==> config.mk <==
export PLATFORM = sky130hd
export DESIGN_NAME = muldiv_control
export DESIGN_NICKNAME = d
export VERILOG_FILES = /design/src/rtl/muldiv_pkg.sv /design/src/rtl/shift_add_multiplier.sv /design/src/rtl/muldiv_control.sv
export SDC_FILE = /design/constraint.sdc
export NUM_CORES = 1
export LEC_CHECK = 0
export CELL_PAD_IN_SITES_DETAIL_PLACEMENT = 0
export CELL_PAD_IN_SITES_GLOBAL_PLACEMENT = 1
export CORE_MARGIN = 2
export CORE_UTILIZATION = 40
export CTS_CLUSTER_SIZE = 10
export DETAILED_ROUTE_END_ITERATION = 16
export PLACE_DENSITY = 0.88
export REMOVE_ABC_BUFFERS = 1
export SLEW_MARGIN = 0
export SYNTH_ARGS = -nofsm -noshare
export SYNTH_HDL_FRONTEND = slang
export SYNTH_SLANG_ARGS = --single-unit
==> constraint.sdc <==
create_clock -name clock -period 3.93 [get_ports clock]
set_input_delay 0.5895 -clock clock [delete_from_list [all_inputs] [get_ports clock]]
set_output_delay 0.5895 -clock clock [all_outputs]
set_load 0.05 [all_outputs]
==> src/rtl/muldiv_pkg.sv <==
// rtl/muldiv_pkg.sv - shared widths, funct3 codes, FSM encoding and sign helpers for the RV32M unit
package muldiv_pkg;

    localparam int XLEN      = 32;
    localparam int MUL_STEPS = 32;

    localparam logic [XLEN-1:0] INT_MIN = {1'b1, {(XLEN-1){1'b0}}};

    localparam logic [2:0] F3_MUL    = 3'd0;
    localparam logic [2:0] F3_MULH   = 3'd1;
    localparam logic [2:0] F3_MULHSU = 3'd2;
    localparam logic [2:0] F3_MULHU  = 3'd3;
    localparam logic [2:0] F3_DIV    = 3'd4;
    localparam logic [2:0] F3_DIVU   = 3'd5;
    localparam logic [2:0] F3_REM    = 3'd6;
    localparam logic [2:0] F3_REMU   = 3'd7;

    typedef enum logic [2:0] {
        ST_IDLE,
        ST_SPECIAL,
        ST_MUL_RUN,
        ST_DIV_ACK,
        ST_DIV_RUN,
        ST_FIXUP,
        ST_DONE,
        ST_DRAIN
    } state_e;

    function automatic logic rs1_is_signed(input logic [2:0] op);
        return (op == F3_MULH) || (op == F3_MULHSU) || (op == F3_DIV) || (op == F3_REM);
    endfunction

    function automatic logic rs2_is_signed(input logic [2:0] op);
        return (op == F3_MULH) || (op == F3_DIV) || (op == F3_REM);
    endfunction

    function automatic logic [XLEN-1:0] apply_sign(input logic [XLEN-1:0] v, input logic neg);
        return neg ? (~v + 1'b1) : v;
    endfunction

endpackage

==> src/rtl/shift_add_multiplier.sv <==
// rtl/shift_add_multiplier.sv - unsigned WIDTH x WIDTH iterative multiplier, one partial product per cycle
module shift_add_multiplier #(
    parameter int WIDTH = 32,
    parameter int STEPS = 32
) (
    input  logic               clock,
    input  logic               reset,
    input  logic               start,
    input  logic [WIDTH-1:0]   a,
    input  logic [WIDTH-1:0]   b,
    output logic [2*WIDTH-1:0] product,
    output logic               done
);
    localparam int CW = $clog2(STEPS + 1);

    logic [WIDTH-1:0]   mcand_q;
    logic [2*WIDTH-1:0] prod_q;
    logic [CW-1:0]      cnt_q;
    logic               run_q;
    logic [WIDTH:0]     sum;

    // Upper half accumulates, lower half holds the not-yet-consumed multiplier bits.
    always_comb begin
        sum = {1'b0, prod_q[2*WIDTH-1:WIDTH]} + (prod_q[0] ? {1'b0, mcand_q} : '0);
    end

    // done is raised during the final iteration; product is complete the cycle after.
    assign done    = run_q && (cnt_q == CW'(STEPS - 1));
    assign product = prod_q;

    always_ff @(posedge clock) begin
        if (reset) begin
            run_q   <= 1'b0;
            cnt_q   <= '0;
            mcand_q <= '0;
            prod_q  <= '0;
        end else if (start) begin
            run_q   <= 1'b1;
            cnt_q   <= '0;
            mcand_q <= a;
            prod_q  <= {{WIDTH{1'b0}}, b};
        end else if (run_q) begin
            prod_q <= {sum, prod_q[WIDTH-1:1]};
            cnt_q  <= cnt_q + CW'(1);
            if (done) begin
                run_q <= 1'b0;
            end
        end
    end

endmodule

==> src/rtl/muldiv_control.sv <==
// rtl/muldiv_control.sv - RV32M issue/completion: special cases, magnitudes, mul/div sequencing, sign fix-up
module muldiv_control
    import muldiv_pkg::*;
(
    input  logic            clock,
    input  logic            reset,
    input  logic            in_valid,
    output logic            in_ready,
    input  logic [2:0]      in_op,
    input  logic [XLEN-1:0] in_rs1,
    input  logic [XLEN-1:0] in_rs2,
    input  logic [4:0]      in_rd,
    input  logic            kill,
    output logic            out_valid,
    input  logic            out_ready,
    output logic [XLEN-1:0] out_data,
    output logic [4:0]      out_rd,
    output logic            div_start,
    output logic [XLEN-1:0] div_a,
    output logic [XLEN-1:0] div_b,
    input  logic            div_busy,
    input  logic [XLEN-1:0] div_quotient,
    input  logic [XLEN-1:0] div_remainder
);
    state_e            state_q;
    logic [2:0]        op_q;
    logic [4:0]        rd_q;
    logic              neg1_q, neg2_q;
    logic [XLEN-1:0]   mag1_q, mag2_q;
    logic              out_valid_q, div_start_q;
    logic [XLEN-1:0]   out_data_q;
    logic [4:0]        out_rd_q;

    logic              accept, neg1_in, neg2_in, special_in, mul_start, mul_done;
    logic [XLEN-1:0]   mag1_in, mag2_in, special_res, fix_res, quo_fix, rem_fix;
    logic [2*XLEN-1:0] mul_product, prod_fix;

    always_comb begin
        accept     = (state_q == ST_IDLE) && in_valid && !kill;
        neg1_in    = rs1_is_signed(in_op) && in_rs1[XLEN-1];
        neg2_in    = rs2_is_signed(in_op) && in_rs2[XLEN-1];
        mag1_in    = apply_sign(in_rs1, neg1_in);
        mag2_in    = apply_sign(in_rs2, neg2_in);
        special_in = in_op[2] && ((in_rs2 == '0) ||
                     (((in_op == F3_DIV) || (in_op == F3_REM)) && (in_rs1 == INT_MIN) && (in_rs2 == '1)));
        mul_start  = accept && !in_op[2];
    end

    shift_add_multiplier #(
        .WIDTH (XLEN),
        .STEPS (MUL_STEPS)
    ) u_mul (
        .clock   (clock),
        .reset   (reset),
        .start   (mul_start),
        .a       (mag1_in),
        .b       (mag2_in),
        .product (mul_product),
        .done    (mul_done)
    );

    // Sign flags are already zero for unsigned ops, so fix-up needs no op decode here.
    always_comb begin
        prod_fix = (neg1_q ^ neg2_q) ? (~mul_product + 1'b1) : mul_product;
        quo_fix  = apply_sign(div_quotient, neg1_q ^ neg2_q);
        rem_fix  = apply_sign(div_remainder, neg1_q);
        case (op_q)
            F3_MUL:                       fix_res = prod_fix[XLEN-1:0];
            F3_MULH, F3_MULHSU, F3_MULHU: fix_res = prod_fix[2*XLEN-1:XLEN];
            F3_DIV, F3_DIVU:              fix_res = quo_fix;
            default:                      fix_res = rem_fix;
        endcase
        // op_q[1] separates REM* from DIV*; rs1 is rebuilt from its stored magnitude.
        if (mag2_q == '0) begin
            special_res = op_q[1] ? apply_sign(mag1_q, neg1_q) : '1;
        end else begin
            special_res = op_q[1] ? '0 : INT_MIN;
        end
    end

    always_ff @(posedge clock) begin
        if (reset) begin
            state_q     <= div_busy ? ST_DRAIN : ST_IDLE;
            out_valid_q <= 1'b0;
            div_start_q <= 1'b0;
            out_data_q  <= '0;
            out_rd_q    <= '0;
            op_q        <= '0;
            rd_q        <= '0;
            neg1_q      <= 1'b0;
            neg2_q      <= 1'b0;
            mag1_q      <= '0;
            mag2_q      <= '0;
        end else begin
            div_start_q <= 1'b0;
            if (accept) begin
                op_q   <= in_op;
                rd_q   <= in_rd;
                neg1_q <= neg1_in;
                neg2_q <= neg2_in;
                mag1_q <= mag1_in;
                mag2_q <= mag2_in;
            end
            if (kill) begin
                state_q     <= div_busy ? ST_DRAIN : ST_IDLE;
                out_valid_q <= 1'b0;
            end else begin
                case (state_q)
                    ST_IDLE: begin
                        if (accept) begin
                            if (!in_op[2]) begin
                                state_q <= ST_MUL_RUN;
                            end else if (special_in) begin
                                state_q <= ST_SPECIAL;
                            end else begin
                                state_q     <= ST_DIV_ACK;
                                div_start_q <= 1'b1;
                            end
                        end
                    end
                    ST_SPECIAL: begin
                        out_data_q  <= special_res;
                        out_rd_q    <= rd_q;
                        out_valid_q <= 1'b1;
                        state_q     <= ST_DONE;
                    end
                    ST_MUL_RUN: if (mul_done) state_q <= ST_FIXUP;
                    ST_DIV_ACK: if (div_busy) state_q <= ST_DIV_RUN;
                    ST_DIV_RUN: if (!div_busy) state_q <= ST_FIXUP;
                    ST_FIXUP: begin
                        out_data_q  <= fix_res;
                        out_rd_q    <= rd_q;
                        out_valid_q <= 1'b1;
                        state_q     <= ST_DONE;
                    end
                    ST_DONE: begin
                        if (out_ready) begin
                            out_valid_q <= 1'b0;
                            state_q     <= ST_IDLE;
                        end
                    end
                    ST_DRAIN: if (!div_busy) state_q <= ST_IDLE;
                    default:  state_q <= ST_IDLE;
                endcase
            end
        end
    end

    assign in_ready  = (state_q == ST_IDLE);
    assign out_valid = out_valid_q;
    assign out_data  = out_data_q;
    assign out_rd    = out_rd_q;
    assign div_start = div_start_q;
    assign div_a     = mag1_q;
    assign div_b     = mag2_q;

endmodule

==> results.ini <==
[outcome]
status = complete, no violations

[critical_path]
critical_path.startpoint = u_mul.product[0]$_SDFFE_PP0P_
crit_path_max_fanout = 24
path_cells = buf_4, inv_1, ha_1, nand2b_1, and3b_1, nand3_1, buf_4, o31ai_1, xnor2_1, a221oi_1, nor2_1, o31a_1
cp.arrival_ns = 3.99
crit_type = flip-flop to flip-flop
cp-start-kind = flip-flop
cp-end-kind = flip-flop
cp_data_required_time_ns = 4.36
reg2reg_from = u_mul.product[0]$_SDFFE_PP0P_
crit_slowest_cell = dfxtp_1
cpMostUsedCell = buf_4
cp_slowest_stage_delay_ns = 0.85

[min_path]
hp-class = flip-flop to flip-flop
hp-start = rd_q[1]$_SDFFE_PP0P_

[layout]
nNetsFinal = 2517
instances_no_fill = 2874
drive_above_1_share_pct = 6.52
fin_util_pct = 50.4
synthToLayoutAreaGrowth_pct = 24.7

[sta]
fmax_mhz = 281
post-route-min-period_ns = 3.56
finClkSkew_ns = 0.0243
hold_viol = 0
setup_viol = 0
finalCritPeriodShare_pct = 90.6
maxSlewViolCount = 0
rsz0062_at_grt = false
tightestPinTransition_ns = 1.03
relSlewSlack_pct = 31.1

[routing]
drt_iter0_drc = 1613
vias_per_cell = 6.01
wirelength_um = 64100
drt-pass1-iter-count = 7
wl_per_cell_um = 22.3
vias = 17300
route.detailed.drc = 0
ant_nets = 0

[grt]
grtUsageTotal_pct = 29.7
grt_pass1_vias = 16000
grt_overflow = 0
grt_max_degree = 69
antenna_found_initial = 2
grt_pass1_wl_um = 96400

[synthesis]
async_reset_ff_share_pct = 0
synth_area_leader_cell = dfxtp_1
synth-edff-count = 3
synth-main-ff-cell = dfxtp_1
synth.distinct_cells = 79
yosys_warnings = 0
muxShareOfSynthArea_pct = 2.94
synth.top_cell.area_share_pct = 27.0
synth_top_family_by_area = simple AND/OR/NAND/NOR gates
synth_compound_area_share_pct = 24.7
avgSynthCellArea_um2 = 7.52
yosys.area_share.xor_xnor_pct = 12.1
synth_top_cells_by_count = 281 x nor2_1, 216 x dfxtp_1, 177 x a21oi_1, 163 x nand2_1
ys_top_cells_by_area = dfxtp_1 27%, xor2_1 6.8%, nor2_1 6.6%
synth-simple-area-share_pct = 25.1
yosysMostFrequentCell = nor2_1
synth-seq-area-share_pct = 27.5
synth-seq-cells = 219
synthCells = 2131
synthAdderAreaFrac_pct = 3.25
syn-cell-area_um2 = 16000

[clocking]
cts_root_buf = clkbuf_16
cts.reportedPaths.clkPinSlew_ns = 0.06
cts.sinks = 219
clock_latency_ns = 0.56
cts_made_buffers = 27
post_cts_buffers = 0
postCtsHoldBufs = 0
cts_tree = built
clk_path_buf_depth = 3
cts_max_level = 1
cts_resized = 0

[die]
die_area_um2 = 41700
core_area_um2 = 39600
initial_core_util_pct = 40.4
fp.dieH_um = 204
num_io_pins = 246
die_w_um = 204
rows = 73

[place]
place.gp.congestion = 0.969
io_buffers = 245
detailed_place_hpwl_um = 49400
dp_cells = 2830

[power_and_ir_drop]
power_density_nw_per_um2 = 321
p_sw_share_pct = 33.7
combinationalPowerShare_pct = 25.7
p_sw_mw = 2.16
power.internal_mw = 4.25
p_leak_nw = 7.18
ir_worst_vdd_mv = 0.307
clockPowerShare_pct = 36.4
seq_power_share_pct = 37.9

[job]
cap_viol_max_count = 0

==> per-layer routing <==
layer	wire length (um)	vias to the layer above	global-route usage (%)	part of all wire, %
li1	-	8213	-	-
met1	28900	8211	42.6	45
met2	27500	748	45.0	43
met3	6260	100	6.95	9.8
met4	1370	0	6.68	2.1
met5	0	-	0	0
==> worst max-delay path: cells and delay by family, from the launching register on <==
kind / cells / cell delay (ns)
buffers and inverters: 3 / 0.54
DFF: 1 / 0.85
and+or+nand+nor: 4 / 0.69
xor gates and xnor gates: 1 / 0.16
adders and majority gates: 1 / 0.24
AOI/OAI and AO/OA: 3 / 0.97
==> state kept, by name, indices dropped and copies added, names as in the netlist <==
name / count
out_rd: 5
op_q: 3
neg2_q: 1
div_b: 32
rd_q: 5
u_mul.mcand_q: 32
state_q: 3
u_mul.product: 64
u_mul.run_q: 1
u_mul.cnt_q: 6
neg1_q: 1
out_data: 32
div_a: 32
out_valid: 1
div_start: 1
==> cells by family after synthesis <==
logic type,after synthesis
AOI/OAI and AO/OA,601
xor gates and xnor gates,222
adders and majority gates,41
buffers and inverters,181
DFF,219
muxes,47
and+or+nand+nor,820
==> final timing paths <==
check                             endpoint  cells after the start  slack, ns
setup / recovery  out_data[0]$_SDFFE_PP0P_                     12       0.37
hold / removal      out_rd[1]$_SDFFE_PP0P_                      2       0.45
setup reg to reg  out_data[0]$_SDFFE_PP0P_                     12       0.37
hold reg to reg     out_rd[1]$_SDFFE_PP0P_                      2       0.45
==> area by class of cell <==
cell class	count	area, um^2
multi-input cells	1731	11000
diodes	2	5.00
flip-flops and latches	219	4420
repair buffers	321	3020
clock buffers	40	785
well taps	525	657
fillers	3827	19700
clock inverters	2	13.8
inverters	34	128
==> per-stage QoR <==
| step | TNS, ns | hold slack [ns] | power [mW] | worst slack [ns] | area, um^2 |
|---|---|---|---|---|---|
| global route | 0 | 0.473 | 6.64 | 0.214 | 20000 |
| CTS | 0 | 0.451 | 6.40 | 0.431 | 20000 |
| global placement | 0 | 0.438 | 4.07 | 0.168 | 19200 |
| floorplan | -254.69 | 0.421 | 3.30 | -3.30 | 15500 |
| detailed placement | 0 | 0.443 | 4.08 | 0.119 | 19200 |
| finish | 0 | 0.448 | 6.41 | 0.368 | 20000 |
==> power groups by stage <==
| stage | logic (mW) | clock network (mW) | registers [mW] |
|---|---|---|---|
| 2_1_floorplan | 0.672 | 0 | 2.63 |
| 3_3_place_gp | 1.60 | 0 | 2.47 |
| 3_5_place_dp | 1.61 | 0 | 2.47 |
| 4_1_cts | 1.62 | 2.36 | 2.43 |
| 5_1_grt | 1.74 | 2.46 | 2.44 |
| 6_report | 1.65 | 2.34 | 2.43 |
==> cell usage in the layout, fill, tap and decap left out, drive strengths merged, types with 8 or more instances in the layout <==
| master | count |
|---|---|
| nor2b | 17 |
| and2 | 37 |
| a21oi | 177 |
| nand3 | 33 |
| o21ai | 97 |
| o31ai | 37 |
| dfxtp | 216 |
| a211oi | 104 |
| inv | 35 |
| buf | 77 |
| o41ai | 28 |
| or4 | 33 |
| mux2i | 46 |
| xnor2 | 97 |
| nor2 | 281 |
| o31a | 8 |
| nor4 | 48 |
| or2 | 8 |
| clkdlybuf4s50 | 244 |
| o211ai | 14 |
| nand4b | 10 |
| a21o | 20 |
| xor2 | 125 |
| nor3 | 101 |
| nand2b | 17 |
| a221oi | 14 |
| ha | 40 |
| or3 | 26 |
| nand4 | 21 |
| nand2 | 163 |
| and3 | 8 |
| a31oi | 23 |
| o22ai | 21 |
| clkbuf | 40 |
Note: power is estimated with default switching activity, not from simulation.
